[src/rtl/vga_rect_fill_pkg.sv]
// ============================================================================
// Module  : vga_fill_pkg
// Purpose : Shared register map, default screen size and FSM state encoding
//           for the rectangle-fill bus master.
// Rev     : 1.0
// ============================================================================
`default_nettype none

package vga_fill_pkg;

    localparam logic [7:0] ADDR_Y   = 8'hB0;
    localparam logic [7:0] ADDR_X   = 8'hB1;
    localparam logic [7:0] ADDR_PIX = 8'hB2;

    localparam int H_PIX_DEF = 160;
    localparam int V_PIX_DEF = 120;

    typedef enum logic [2:0] {
        S_IDLE    = 3'd0,
        S_SET_Y   = 3'd1,
        S_SET_X   = 3'd2,
        S_WR_PIX  = 3'd3,
        S_ROW_END = 3'd4,
        S_FINISH  = 3'd5
    } state_t;

endpackage

`default_nettype wire

[src/rtl/vga_rect_fill_if.sv]
// ============================================================================
// Module  : vga_rect_fill_if
// Purpose : Command inputs and frame-buffer bus outputs of the fill engine.
// Rev     : 1.0
// ============================================================================
`default_nettype none

interface vga_rect_fill_if;

    logic       START;
    logic [7:0] X0;
    logic [6:0] Y0;
    logic [7:0] W;
    logic [6:0] H;
    logic       COLOUR;
    logic       BUS_GNT;
    logic [7:0] BUS_ADDR;
    logic [7:0] BUS_DATA;
    logic       BUS_WE;
    logic       BUSY;
    logic       DONE;

    // The fill engine is the master of the peripheral bus.
    modport master (
        input  START, X0, Y0, W, H, COLOUR, BUS_GNT,
        output BUS_ADDR, BUS_DATA, BUS_WE, BUSY, DONE
    );

    modport slave (
        output START, X0, Y0, W, H, COLOUR, BUS_GNT,
        input  BUS_ADDR, BUS_DATA, BUS_WE, BUSY, DONE
    );

endinterface

`default_nettype wire

[src/rtl/vga_rect_fill.sv]
// ============================================================================
// Module  : vga_rect_fill
// Purpose : Turns one rectangle command into Y/X/pixel register writes to the
//           160x120 1-bit frame buffer, clipping off-screen pixels.
// Rev     : 1.0
// ============================================================================
`default_nettype none

module vga_rect_fill
    import vga_fill_pkg::*;
#(
    parameter int H_PIX = H_PIX_DEF,
    parameter int V_PIX = V_PIX_DEF
) (
    input  wire logic         CLK,
    input  wire logic         RESET,
    vga_rect_fill_if.master   bus
);

    localparam logic [8:0] H_LIM = 9'(H_PIX);
    localparam logic [7:0] V_LIM = 8'(V_PIX);

    state_t     state_q;
    logic [7:0] row_q;
    logic [8:0] col_q;
    logic [6:0] rows_left_q;
    logic [7:0] cols_left_q;
    logic [7:0] x0_q;
    logic [7:0] w_q;
    logic       colour_q;

    logic       row_vis;
    logic       col_vis;
    logic       we_d;
    logic [7:0] addr_d;
    logic [7:0] data_d;

    assign row_vis = (row_q < V_LIM);
    assign col_vis = (col_q < H_LIM);

    // Bus decode: a write only appears when its coordinate is on screen and granted.
    always_comb begin
        we_d   = 1'b0;
        addr_d = 8'h00;
        data_d = 8'h00;
        case (state_q)
            S_SET_Y: if (row_vis && bus.BUS_GNT) begin
                we_d   = 1'b1;
                addr_d = ADDR_Y;
                data_d = {1'b0, row_q[6:0]};
            end
            S_SET_X: if (col_vis && bus.BUS_GNT) begin
                we_d   = 1'b1;
                addr_d = ADDR_X;
                data_d = col_q[7:0];
            end
            S_WR_PIX: if (bus.BUS_GNT) begin
                we_d   = 1'b1;
                addr_d = ADDR_PIX;
                data_d = {7'b0, colour_q};
            end
            default: ;
        endcase
    end

    assign bus.BUS_WE   = we_d;
    assign bus.BUS_ADDR = addr_d;
    assign bus.BUS_DATA = data_d;
    assign bus.BUSY     = (state_q != S_IDLE);
    assign bus.DONE     = (state_q == S_FINISH);

    always_ff @(posedge CLK) begin
        if (!RESET) begin
            state_q     <= S_IDLE;
            row_q       <= 8'd0;
            col_q       <= 9'd0;
            rows_left_q <= 7'd0;
            cols_left_q <= 8'd0;
            x0_q        <= 8'd0;
            w_q         <= 8'd0;
            colour_q    <= 1'b0;
        end else begin
            case (state_q)
                S_IDLE: if (bus.START) begin
                    x0_q        <= bus.X0;
                    w_q         <= bus.W;
                    colour_q    <= bus.COLOUR;
                    row_q       <= {1'b0, bus.Y0};
                    col_q       <= {1'b0, bus.X0};
                    rows_left_q <= bus.H;
                    cols_left_q <= bus.W;
                    state_q     <= (bus.W == 8'd0 || bus.H == 7'd0) ? S_FINISH : S_SET_Y;
                end
                // Rows only grow, so the first off-screen row ends the command.
                S_SET_Y: begin
                    if (!row_vis)
                        state_q <= S_FINISH;
                    else if (bus.BUS_GNT)
                        state_q <= S_SET_X;
                end
                S_SET_X: begin
                    if (!col_vis)
                        state_q <= S_ROW_END;
                    else if (bus.BUS_GNT)
                        state_q <= S_WR_PIX;
                end
                S_WR_PIX: if (bus.BUS_GNT) begin
                    col_q       <= col_q + 9'd1;
                    cols_left_q <= cols_left_q - 8'd1;
                    state_q     <= (cols_left_q == 8'd1) ? S_ROW_END : S_SET_X;
                end
                S_ROW_END: begin
                    row_q       <= row_q + 8'd1;
                    rows_left_q <= rows_left_q - 7'd1;
                    col_q       <= {1'b0, x0_q};
                    cols_left_q <= w_q;
                    state_q     <= (rows_left_q == 7'd1) ? S_FINISH : S_SET_Y;
                end
                S_FINISH: state_q <= S_IDLE;
                default:  state_q <= S_IDLE;
            endcase
        end
    end

endmodule

`default_nettype wire

[src/flat_wrapper.sv]
// flat-port wrapper written by rule: the top's interface ports become plain ports
module vga_rect_fill_flat import vga_fill_pkg::*;
#(
    parameter int H_PIX = H_PIX_DEF,
    parameter int V_PIX = V_PIX_DEF
)
  (CLK, RESET, bus_START, bus_X0, bus_Y0, bus_W, bus_H, bus_COLOUR, bus_BUS_GNT, bus_BUS_ADDR, bus_BUS_DATA, bus_BUS_WE, bus_BUSY, bus_DONE);
  vga_rect_fill_if bus_i ();
  input  wire logic CLK;
  input  wire logic RESET;
  input wire logic [$bits(bus_i.START)-1:0] bus_START;
  input wire logic [$bits(bus_i.X0)-1:0] bus_X0;
  input wire logic [$bits(bus_i.Y0)-1:0] bus_Y0;
  input wire logic [$bits(bus_i.W)-1:0] bus_W;
  input wire logic [$bits(bus_i.H)-1:0] bus_H;
  input wire logic [$bits(bus_i.COLOUR)-1:0] bus_COLOUR;
  input wire logic [$bits(bus_i.BUS_GNT)-1:0] bus_BUS_GNT;
  output wire logic [$bits(bus_i.BUS_ADDR)-1:0] bus_BUS_ADDR;
  output wire logic [$bits(bus_i.BUS_DATA)-1:0] bus_BUS_DATA;
  output wire logic [$bits(bus_i.BUS_WE)-1:0] bus_BUS_WE;
  output wire logic [$bits(bus_i.BUSY)-1:0] bus_BUSY;
  output wire logic [$bits(bus_i.DONE)-1:0] bus_DONE;
  assign bus_i.START = bus_START;
  assign bus_i.X0 = bus_X0;
  assign bus_i.Y0 = bus_Y0;
  assign bus_i.W = bus_W;
  assign bus_i.H = bus_H;
  assign bus_i.COLOUR = bus_COLOUR;
  assign bus_i.BUS_GNT = bus_BUS_GNT;
  assign bus_BUS_ADDR = bus_i.BUS_ADDR;
  assign bus_BUS_DATA = bus_i.BUS_DATA;
  assign bus_BUS_WE = bus_i.BUS_WE;
  assign bus_BUSY = bus_i.BUSY;
  assign bus_DONE = bus_i.DONE;
  vga_rect_fill #(.H_PIX(H_PIX), .V_PIX(V_PIX)) u_core (.CLK(CLK), .RESET(RESET), .bus(bus_i));
endmodule
[config.mk]
export PLATFORM = sky130hd
export DESIGN_NAME = vga_rect_fill_flat
export DESIGN_NICKNAME = d
export VERILOG_FILES = /design/src/rtl/vga_rect_fill_pkg.sv /design/src/rtl/vga_rect_fill_if.sv /design/src/rtl/vga_rect_fill.sv /design/src/flat_wrapper.sv
export SDC_FILE = /design/constraint.sdc
export NUM_CORES = 1
export LEC_CHECK = 0
export CAP_MARGIN = 20
export CORE_MARGIN = 2
export CORE_UTILIZATION = 50
export CTS_BUF_LIST = sky130_fd_sc_hd__clkbuf_4 sky130_fd_sc_hd__clkbuf_8
export DETAILED_ROUTE_END_ITERATION = 6
export GPL_ROUTABILITY_DRIVEN = 0
export PLACE_DENSITY = 0.84
export SYNTH_ARGS = -nofsm -noshare
export SYNTH_HDL_FRONTEND = slang
export SYNTH_SLANG_ARGS = --single-unit
export TNS_END_PERCENT = 1
[constraint.sdc]
create_clock -name CLK -period 1.5 [get_ports CLK]
set_clock_uncertainty 0.05 [all_clocks]
set_input_delay 0.15 -clock CLK [delete_from_list [all_inputs] [get_ports CLK]]
set_output_delay 0.15 -clock CLK [all_outputs]
set_load 0.02 [all_outputs]
==> results.md <==
- Seq/Total Area, Yosys: 0.335
- Critical path cell sequence: a41o_1, nor4b_2, and2_4, or3_4, buf_4
- CTS max path bufs: 2
- Synth cell types: 62
- WL final: 10,000 µm
- Hold buffer count at CTS: 0
- DIE AREA: 6860 µm²
- Slowest stage delay, CP: 0.40 ns
- TritonCTS clock tree: done
- H-tree levels: 2
- 1st-iter DRT viols: 443
- Std-Cell Rows: 28
- DIE HEIGHT: 82.8 µm
- Maxcap violations: 0
- Largest net degree at the start of global routing: 29
- Root Driver: clkbuf_8
- Synth Cell Area: 3110 µm²
- Drt first pass iters: 5
- Setup-failing EPs final: 61
- Clk_lat worst skew: 0.31 ns
- Crit start category: flop
- First-pass GRT wire length: 15,800 µm
- Reg-to-reg slack, setup: -0.35 ns
- Tmin final: 1.87 ns
- Critical path type: reg2out
- Post-DP HPWL: 7150 µm
- Leak pwr: 1.74 nW
- Cell count after placement: 577
- Share of layout cells above drive strength 1: 0.283
- Syn_area_per_cell: 7.63 µm²
- Vias in the first global route: 3,446
- Final worst setup slack: -0.367 ns
- Initial Util: 0.521
- CTS Buf Count: 5
- Area grow syn2layout: 41.7%
- Clk slew on worst S/H paths: 0.09 ns
- Critical Path RT: 1.30 ns
- Post-route ant nets: 0
- RSZ-0062 raised after global routing: yes
- DP Worst Slack: -0.695 ns
- Core Footprint: 5960 µm²
- Ys Warns: 0
- Crit path capture type: output pin
- Drt via density: 6.20
- Worst vdd ir: 799 µV
- IO Pins: 54
- F_max: 536 MHz
- Diode count: 0
- HP Class: in2reg
- Register bit count reported by yosys: 52
- Met1 Usage GRT: 0.342
- Final #Nets: 552
- Worst Path Arrival: 1.67 ns
- Grt met2 use: 0.483
- Crit Path Max Fanout: 8
- Vias: 3,638
- Die width: 82.8 µm
- Ys async rst share: 0
- Failing checks: setup timing
- CP max stage cell: or3_4
- # DRC: 0
- Remaining Overflow, GRT: 0
- Global-route met3 utilization: 0.0437
- Total Routing Usage GR: 0.277
- TNS Setup: -9.52 ns
- Initial antenna violation count: 0
- Post-Layout Cell Count: 587
- Busiest grt layer: met2
- Fin. Hold Viols: 0
- Clock sink count: 52
- PwrDens: 1440 nW/µm²
- Max Slew Vio Count: 0
- Outcome: finished with violations
- IO Port Bufs: 50
- Routed length per instance: 17.0 µm
- Final period util: 1.24
- Number of synthesized flops with an enable pin: 0
- Top FF cell, synth: dfxtp_1
- Cells after synthesis: 407
-- cells in the final DEF (no fill, tap or decap), types with 3 or more instances in the layout --
cell             count
buf_4               73
nand4_1              4
a21oi_2              3
nand3_1             11
buf_6               14
a221oi_1             3
a22oi_2              4
o22ai_1              7
nor2_1              26
a211oi_1             6
nor3_1              16
a221o_1              3
nor4_1               4
o21ai_1              4
o211ai_1             3
nand2_1             68
nor2_4               5
nor3_2               3
a22o_1               6
dfxtp_1             46
clkbuf_8             5
and2_4               4
inv_1                9
a21oi_1             39
ha_1                 5
a221oi_2             4
conb_1               3
buf_12               4
o21ai_0             27
dfxtp_2              5
clkdlybuf4s50_1     34
o221ai_1             3
a32o_1               3
-- worst max-delay path: cells and delay by family, from the launching register on --
| kind | cells | cell delay (ns) |
|---|---|---|
| buf+inv | 1 | 0.17 |
| compound gates | 1 | 0.22 |
| flops | 1 | 0.34 |
| simple gates | 3 | 0.62 |
-- state kept, by name (all words and copies together), names as in the netlist --
| signal | cells |
|---|---|
| u_core.cols_left_q | 8 |
| u_core.colour_q | 1 |
| u_core.rows_left_q | 7 |
| u_core.x0_q | 8 |
| u_core.col_q | 9 |
| u_core.row_q | 8 |
| u_core.state_q | 3 |
| u_core.w_q | 8 |
-- where the power goes --
group / internal (W) / total [W] / switching [W]
Sequential: 0.00173 / 0.00205 / 0.000321
Clock: 0.000514 / 0.000980 / 0.000466
Combinational: 0.00153 / 0.00330 / 0.00176
-- path summary, 6_finish.rpt --
check,start,endpoint,cells after the start
min,bus_COLOUR,u_core.colour_q,3
max,u_core.row_q[6],bus_BUS_ADDR[7],5
min reg2reg,u_core.x0_q[3],u_core.x0_q[3],2
max reg2reg,u_core.state_q[2],u_core.state_q[2],7
-- per-stage QoR --
| step | util | power [W] | hold slack, ns | area (µm²) |
|---|---|---|---|---|
| after global placement | 0.692 | 0.00497 | 0.392 | 4120 |
| final | 0.739 | 0.00633 | 0.341 | 4400 |
| after CTS | 0.718 | 0.00612 | 0.334 | 4280 |
| after detailed placement | 0.692 | 0.00508 | 0.398 | 4120 |
| after floorplan | - | 0.00387 | 0.236 | 3150 |
| after global routing | 0.739 | 0.00665 | 0.362 | 4400 |
-- layout make-up --
cell class | instances | area [µm²]
sequential | 52 | 1050
inverter | 10 | 37.5
timing repair buffer | 127 | 1140
tap | 75 | 93.8
multi-input combinational | 315 | 1960
fill | 403 | 1560
clock inverter | 2 | 35.0
clock buffer | 6 | 76.3
-- per-layer routing --
layer / part of all wire / vias up / wire [µm]
met5: 0 / - / 0
met1: 0.41 / 1715 / 4070
met3: 0.073 / 30 / 731
met4: 0.027 / 0 / 267
li1: - / 1695 / -
met2: 0.49 / 198 / 4940
-- synth_stat cells (all sizes together), types with 2 or more instances --
library cell | number | share of area
o211ai | 3 | 0.0073
nor3b | 3 | 0.011
dfxtp | 52 | 0.34
clkbuf | 10 | 0.012
a311oi | 2 | 0.0056
xor2 | 2 | 0.0056
and2 | 6 | 0.012
a41oi | 2 | 0.0056
or3 | 2 | 0.0040
o221ai | 3 | 0.0085
a21oi | 42 | 0.068
inv | 9 | 0.011
a22oi | 6 | 0.018
buf | 22 | 0.050
nand2 | 70 | 0.085
nor3 | 19 | 0.031
o22ai | 8 | 0.018
ha | 6 | 0.024
a32o | 3 | 0.0097
a221o | 3 | 0.0097
nor2 | 33 | 0.049
o32a | 2 | 0.0064
mux2i | 2 | 0.0064
o221a | 2 | 0.0073
o21a | 2 | 0.0048
nor2b | 2 | 0.0040
o32ai | 2 | 0.0056
o21ai | 32 | 0.052
a211oi | 6 | 0.015
nor4 | 4 | 0.0081
nand3 | 11 | 0.018
a22o | 6 | 0.017
a21boi | 2 | 0.0048
a221oi | 7 | 0.020
nand4 | 4 | 0.0081
-- what timing repair did --
action	4_1_cts	5_1_grt
buffers inserted	1	1
gates resized for setup	94	33
endpoints found under the setup margin	66	67
pin swaps	7	11
-- kinds of logic (layout without fill, tap and decap cells) --
kind of cell	count (synthesis)	count (layout)	share of synthesized area
adder cells (fa/ha/maj)	6	6	0.0242
XOR/XNOR	3	3	0.00846
flip-flops	52	52	0.335
AND/OR/NAND/NOR	162	162	0.249
AO/OA/AOI/OAI	139	139	0.300
other	1	3	0.00121
multiplexers	2	2	0.00645
buffers and inverters	42	145	0.0749
Power figures use the tool's default switching activity.
